$ cat config.mk
export PLATFORM = sky130hd
export DESIGN_NAME = board_frame_ctrl
export DESIGN_NICKNAME = d
export VERILOG_FILES = /design/src/rtl/board_frame_ctrl.sv
export SDC_FILE = /design/constraint.sdc
export NUM_CORES = 1
export LEC_CHECK = 0
export CAP_MARGIN = 20
export CORE_MARGIN = 10
export CORE_UTILIZATION = 40
export DETAILED_ROUTE_END_ITERATION = 8
export PLACE_DENSITY = 0.71
export SLEW_MARGIN = 20
export SYNTH_ARGS = -nofsm -noshare
export SYNTH_HDL_FRONTEND = slang
export SYNTH_SLANG_ARGS = --single-unit
$ cat constraint.sdc
create_clock -name i_clk -period 2.52 [get_ports i_clk]
set_clock_uncertainty 0.05 [all_clocks]
set_input_delay 0.504 -clock i_clk [delete_from_list [all_inputs] [get_ports i_clk]]
set_output_delay 0.504 -clock i_clk [all_outputs]
set_load 0.05 [all_outputs]
$ cat src/rtl/board_frame_ctrl.sv
// board_frame_ctrl: receives a character stream into the back bank of a
// double-buffered board RAM, arbitrates the single RAM port against display
// reads, and swaps banks on vsync once a complete frame has been written.
module board_frame_ctrl #(
    parameter int unsigned N        = 32,
    parameter logic [7:0]  CNT_CHAR = 8'd74,
    localparam int unsigned LN = $clog2(N),
    localparam int unsigned AW = 1 + 2 * LN
) (
    input  logic          i_clk,
    input  logic          i_reset,
    input  logic          i_rx_cs,
    input  logic          i_rx_valid,
    input  logic [7:0]    i_rx_byte,
    input  logic          i_vsync,
    input  logic          i_disp_req,
    input  logic [LN-1:0] i_disp_row,
    input  logic [LN-1:0] i_disp_col,
    output logic          o_disp_ack,
    output logic [7:0]    o_disp_data,
    output logic          o_ram_en,
    output logic          o_ram_we,
    output logic [AW-1:0] o_ram_addr,
    output logic [7:0]    o_ram_wdata,
    input  logic [7:0]    i_ram_rdata,
    output logic          o_front_bank,
    output logic [15:0]   o_char_count,
    output logic          o_frame_done,
    output logic [1:0]    o_err,
    input  logic          i_err_clr
);

    localparam int unsigned IW = 2 * LN;
    localparam logic [IW-1:0] LAST_IDX = IW'(N * N - 1);

    typedef enum logic [1:0] {StIdle, StRecv, StPend} state_t;

    state_t          r_state;
    logic            r_cs_d1;
    logic [IW-1:0]   r_idx;
    logic [15:0]     r_run_cnt;
    logic            r_hold_vld;
    logic [AW-1:0]   r_hold_addr;
    logic [7:0]      r_hold_data;
    logic            r_front_bank;
    logic [15:0]     r_char_count;
    logic            r_frame_done;
    logic [1:0]      r_err;
    logic            r_rd_busy;
    logic            r_disp_ack;
    logic [7:0]      r_disp_data;

    logic            w_cs_rise;
    logic            w_start;
    logic            w_accept;
    logic            w_drop;
    logic            w_short;
    logic            w_swap;
    logic            w_is_cnt;
    logic [IW-1:0]   w_base_idx;
    logic [15:0]     w_base_cnt;
    logic            w_rd_issue;

    assign w_cs_rise  = i_rx_cs & ~r_cs_d1;
    assign w_start    = (r_state == StIdle) & w_cs_rise;
    // A byte is taken only while a transfer is open and the holding slot is free.
    assign w_accept   = i_rx_valid & ~r_hold_vld & (((r_state == StRecv) & i_rx_cs) | w_start);
    assign w_drop     = i_rx_valid & ~w_accept;
    assign w_short    = (r_state == StRecv) & ~i_rx_cs;
    assign w_swap     = (r_state == StPend) & i_vsync & ~r_hold_vld;
    assign w_is_cnt   = (i_rx_byte == CNT_CHAR);
    // A byte arriving together with the cs rise becomes byte 0 of the new frame.
    assign w_base_idx = w_start ? '0 : r_idx;
    assign w_base_cnt = w_start ? '0 : r_run_cnt;
    // The ack cycle still sees the old request held high, so it is excluded.
    assign w_rd_issue = i_disp_req & ~r_hold_vld & ~r_rd_busy & ~r_disp_ack;

    // Receive FSM with write holding register, bank swap and frame statistics.
    always_ff @(posedge i_clk or negedge i_reset) begin
        if (!i_reset) begin
            r_state      <= StIdle;
            r_cs_d1      <= 1'b0;
            r_idx        <= '0;
            r_run_cnt    <= '0;
            r_hold_vld   <= 1'b0;
            r_hold_addr  <= '0;
            r_hold_data  <= '0;
            r_front_bank <= 1'b0;
            r_char_count <= '0;
            r_frame_done <= 1'b0;
        end else begin
            r_cs_d1      <= i_rx_cs;
            // The held write always issues in the next cycle, so it never lingers.
            r_hold_vld   <= w_accept;
            r_frame_done <= w_swap;
            case (r_state)
                StIdle: begin
                    if (w_start) begin
                        r_state   <= StRecv;
                        r_idx     <= '0;
                        r_run_cnt <= '0;
                    end
                end
                StRecv: begin
                    if (w_short) begin
                        r_state <= StIdle;
                    end
                end
                StPend: begin
                    if (w_swap) begin
                        r_state      <= StIdle;
                        r_front_bank <= ~r_front_bank;
                        r_char_count <= r_run_cnt;
                    end
                end
                default: r_state <= StIdle;
            endcase
            if (w_accept) begin
                r_hold_addr <= {~r_front_bank, w_base_idx};
                r_hold_data <= i_rx_byte;
                r_idx       <= w_base_idx + 1'b1;
                r_run_cnt   <= w_base_cnt + 16'(w_is_cnt);
                if (w_base_idx == LAST_IDX) begin
                    r_state <= StPend;
                end
            end
        end
    end

    // Display read pipeline: issue, then capture RAM data and ack.
    always_ff @(posedge i_clk or negedge i_reset) begin
        if (!i_reset) begin
            r_rd_busy   <= 1'b0;
            r_disp_ack  <= 1'b0;
            r_disp_data <= '0;
        end else begin
            r_rd_busy  <= w_rd_issue;
            r_disp_ack <= r_rd_busy;
            if (r_rd_busy) begin
                r_disp_data <= i_ram_rdata;
            end
        end
    end

    // Sticky error flags; a new error wins over a simultaneous clear.
    always_ff @(posedge i_clk or negedge i_reset) begin
        if (!i_reset) begin
            r_err <= '0;
        end else begin
            r_err <= (r_err & ~{2{i_err_clr}}) | {w_drop, w_short};
        end
    end

    // RAM port mux: pending write first, otherwise a display read.
    always_comb begin
        o_ram_en    = 1'b0;
        o_ram_we    = 1'b0;
        o_ram_addr  = '0;
        o_ram_wdata = '0;
        if (r_hold_vld) begin
            o_ram_en    = 1'b1;
            o_ram_we    = 1'b1;
            o_ram_addr  = r_hold_addr;
            o_ram_wdata = r_hold_data;
        end else if (w_rd_issue) begin
            o_ram_en   = 1'b1;
            o_ram_addr = {r_front_bank, i_disp_row, i_disp_col};
        end
    end

    assign o_disp_ack   = r_disp_ack;
    assign o_disp_data  = r_disp_data;
    assign o_front_bank = r_front_bank;
    assign o_char_count = r_char_count;
    assign o_frame_done = r_frame_done;
    assign o_err        = r_err;

endmodule
======== Yosys cells after proc, flatten, opt, wreduce, memory -nomap -nowiden ========
Index checks and enable logic that the tools add are counted.
cells by class
  add/subtract/negate cells ............... 2
  reduce and logical (&&, ||, !) cells .... 3
  bitwise gates (word level) .............. 23
  muxes and demuxes ....................... 18
  equality and inequality tests ........... 4
operators with widths
  operator                                              number
  two-way mux 16 bit                                    3
  two-way mux 10 bit                                    3
  two-way mux 11 bit                                    2
  adder 16 x 1 -> 16 bit                                1
  AND 1 bit                                             12
  adder 10 x 1 -> 10 bit (second input constant)        1
  equality test 10 bit (second input constant)          1
  two-way mux 2 bit                                     5
  equality test 8 x 7 -> 1 bit (second input constant)  1
  two-way mux 8 bit                                     1
  NOT 1 bit                                             7
  case mux 2 bit (3 select lines)                       1
  two-way mux 1 bit                                     3
  AND 2 bit                                             1
  equality test 2 x 1 -> 1 bit (second input constant)  1
  equality test 2 bit (second input constant)           1
  logical NOT 2 bit                                     1
  NOT 2 bit                                             1
  bitwise OR 2 bit                                      1
  AND reduction 2 bit                                   1
  nonzero test 2 bit                                    1
  bitwise OR 1 bit                                      1
word-level totals
  register bits ........................... 79
  output and inout port bits .............. 50
  logic and storage cells ................. 64
  input bits .............................. 33

======== Logic depth before layout (Yosys ltp) ========
  depth in word-level cells ............... 8
  gate-level depth with buffers ........... 10
  depth with buffers taken out ............ 8

======== Least setup slack after synthesis ========
OpenSTA, ideal clock, no wires.
  kind .................................... register -> output
  start point ............................. reg r_hold_vld
  end point ............................... out o_ram_addr[1]
  path buffers ............................ 1
  stages on the path, launching flop included .. 4
  path slack .............................. 0.148 ns
  data required time ...................... 1.966 ns
  arrival ................................. 1.818 ns
  cells stage by stage .................... dfrtp_1 nor4b_1 buf_2 a22o_1
on the way
  cells in the longest elaborated chain, start to end .. 6
RTL lines
  element                 RTL line  text
  start, declared         42        logic r_hold_vld;
  start signal, assigned  94        r_hold_vld <= w_accept;
  NOT 1 bit               76        assign w_rd_issue = i_disp_req & ~r_hold_vld & ~r_rd_busy & ~r_disp_ack;
  AND 1 bit (3 in a row)  76
  via w_rd_issue          62        logic w_rd_issue;
  two-way mux 11 bit      165       end else if (w_rd_issue) begin
  two-way mux 11 bit      160       if (r_hold_vld) begin
  end, declared           23        output logic [AW-1:0] o_ram_addr,
The timed path passes the listed nets, and every way through them passes these cells.

======== Worst setup path after layout ========
  start point ............................. in i_rx_byte[0]
  end point ............................... reg r_run_cnt[10]
on the way
  cells in the longest elaborated chain, start to end .. 3
RTL lines
  element                       RTL line  text
  start, declared               14        input logic [7:0] i_rx_byte,
  equality test 8 x 7 -> 1 bit  71        assign w_is_cnt = (i_rx_byte == CNT_CHAR);
  adder 16 x 1 -> 16 bit        122       r_run_cnt <= w_base_cnt + 16'(w_is_cnt);
  two-way mux 16 bit            118       if (w_accept) begin
  end signal, assigned          122
  end, declared                 41        logic [15:0] r_run_cnt;
Every way passes these cells.
A chain may end at the register's enable or synchronous reset.

==> results.yml <==
status:
  status: "completed"
timing:
  hold_viol_final: 0
  min_period_ns: 2.438
  slew_violations: 0
  setup_viol: 0
  fmax_mhz: 410.2
  timing.final.crit_share: 0.9673
  max_slew_margin: 0.5972
  worstMarginPinSlew_ns: 0.6042
clocking:
  clk_path_buf_depth: 2
  cts_root_buf: "clkbuf_8"
  path_clk_slew_ns: 0.08
  cts_tree: "yes"
  cts_htree_levels: 3
  cts_buffers: 9
  cts.sinks: 79
  clock_insertion_delay_worst_skew_ns: 0.35
floorplanning:
  io_pins: 83
  core_area_mm2: 0.008678
  die_area_mm2: 0.01303
  fp-row-count: 34
  die_h_um: 114.2
  fp.dieW_um: 114.2
  initial_core_util: 0.4087
synth:
  synth_seq_cells: 79
  synth_edf_count: 0
  yosysTopAreaCellShare: 0.5573
  async_flop_share: 1.000
  yosysTopAreaCell: "dfrtp_1"
  avgSynthCellArea_um2: 11.02
  syn-num-nets: 358
  ys.flop_type: "dfrtp_1"
  syn-instance-count: 322
  syn_area_mm2: 0.003547
  ys_warn_count: 0
  synthTopCellsByArea: "dfrtp_1, mux2_2, nand2_1"
  yosysSeqAreaShare: 0.5573
  synth.distinct_cells: 48
power_and_ir_drop:
  finalPower_mw: 3.154
  ir_drop_v: 0.0002342
  p_per_area_mw_per_mm2: 635.7
  p_leak_nw: 2.297
place:
  portBuffers: 82
  placed_cell_area_mm2: 0.004692
  hpwl_mm: 6.496
  routabilityCongestion: 0.8179
final_layout:
  final_net_count: 458
  insertedDiodeCount: 0
  syn2layout_area_growth_pct: 39.86
  final_layout_size_suffix_gt1_frac: 0.2342
  stdcell_area_mm2: 0.004961
global_routing:
  grt-ovfl-total: 0
  globalRouteTotalUtil: 0.1371
  grt_pass1_wl_mm: 14.47
  grt_max_degree: 47
  grt_pass1_vias: 2833
  antenna_found_initial: 0
critical_path:
  crit_fanout: 5
  cp.arrival_ns: 2.66
  critPathSlowestCell: "or4_1"
  max_stage_delay_ns: 0.52
  start_kind: "input pin"
  worst_ep_required_time_ns: 2.75
  worstSetupEndpointType: "flop"
  worstSetupPathType: "in2reg"
  cp_cell_sequence: "clkdlybuf4s50_1, nor4bb_4, and4b_1, ha_2, ha_1, nand3_2, or4_1, a21oi_1"
route:
  postRouteAntennaNets: 0
  drc_errors: 0
  wirelength_mm: 8.982
  drtIter0Drc: 161
  wl_per_cell_um: 16.79
  via_per_inst: 5.140
  vias: 2750
  dr.pass1.iters: 4
worst_hold_path:
  min_path_type: "in2async"
job:
  maxCapViolations: 0
-- synth_stat cells (3+ instances only) --
cell	n
and3_1	7
nor2_1	12
nand4_1	8
buf_2	7
ha_1	3
mux2_2	28
nand2_1	55
xnor2_1	8
inv_1	6
nor4_1	4
clkbuf_1	5
nand2b_1	3
nand3_1	13
and2_1	13
or3_1	4
a21oi_1	6
o21ai_0	11
dfrtp_1	79
xor2_1	5
a22o_1	12
-- cell type report --
| type | count | area (um2) |
|---|---|---|
| well taps | 108 | 135.1 |
| multi-input cells | 222 | 1521 |
| flip-flops and latches | 79 | 1977 |
| fillers | 755 | 3717 |
| clock inverters | 6 | 85.08 |
| clock buffers | 10 | 127.6 |
| repair buffers | 103 | 1089 |
| inverters | 7 | 26.28 |
-- power by group --
group	switching (mW)	leakage [nW]	internal, mW
sequential	0.0618	1.06	1.37
combinational	0.403	1.14	0.305
clock	0.462	0.102	0.555
total	0.927	2.30	2.23
-- worst max-delay path, delay by kind of cell --
kind,cells,cell delay [ns]
buf+inv,1,0.46
compound gates,1,0.16
simple gates,4,1.19
fa+ha+maj,2,0.37
-- cells in the final DEF, fill, tap and decap left out, types with 8 or more instances in the layout --
cell / Yosys / final
dfrtp_1: 79 / 79
clkdlybuf4s50_1: 0 / 59
nand2_1: 55 / 55
buf_4: 1 / 30
mux2_2: 28 / 28
and2_1: 13 / 13
nand3_1: 13 / 13
buf_12: 0 / 13
nor2_1: 12 / 12
a22o_1: 12 / 12
o21ai_0: 11 / 11
clkbuf_8: 0 / 9
nand4_1: 8 / 8
xnor2_1: 8 / 8
-- state kept, by name (all words and copies together), names as in the netlist --
signal,count
o_disp_data,8
o_err,2
o_frame_done,1
r_run_cnt,16
r_state,2
r_hold_addr,11
r_rd_busy,1
r_cs_d1,1
r_idx,10
o_char_count,16
r_hold_data,8
o_disp_ack,1
r_hold_vld,1
o_front_bank,1
-- stage by stage --
step / setup slack [ns] / TNS [ns] / utilization / hold slack (ns) / std cells
after floorplan: 0.1477 / 0 / - / 0.1584 / 322
after global placement: -0.2719 / -2.865 / 0.5407 / 0.4025 / 516
after detailed placement: -0.2565 / -2.857 / 0.5407 / 0.4046 / 516
after CTS: 0.09040 / 0 / 0.5652 / 0.1307 / 532
after global routing: -0.02997 / -0.03022 / 0.5717 / 0.1520 / 535
final: 0.08246 / 0 / 0.5717 / 0.1121 / 535
-- path summary, 6_finish.rpt --
kind | startpoint | endpoint | slack (ns) | cells after the start
worst max register to register | r_state[1] | r_run_cnt[14] | 0.28 | 8
worst min-delay path | i_reset | o_char_count[13] | 0.11 | 1
worst min register to register | r_hold_data[2] | r_hold_data[2] | 0.42 | 2
worst max-delay path | i_rx_byte[0] | r_run_cnt[10] | 0.08 | 8
max in group asynchronous | i_reset | r_idx[3] | 1.72 | 2
min in group i_clk | i_rx_byte[1] | r_hold_data[1] | 0.36 | 3
-- what timing repair did --
action,in CTS,in global routing
endpoints found under the setup margin,0,7
buffers inserted,0,3
hold buffers,0,0
resized for setup,0,7
-- layer usage --
metal,GRT usage,wire length [um],vias up
met5,0,0,-
met4,0.05347,121,0
met3,0.02883,431,10
met2,0.2263,4541,55
met1,0.1714,3888,1355
li1,-,-,1330
-- logic make-up after synthesis --
family / synth area share
flops: 0.5573
compound gates: 0.07196
mux: 0.09453
fa+ha+maj: 0.01058
buf+inv: 0.02575
xor+xnor: 0.03210
simple gates: 0.2078
Note: power is estimated with default switching activity, not from simulation.
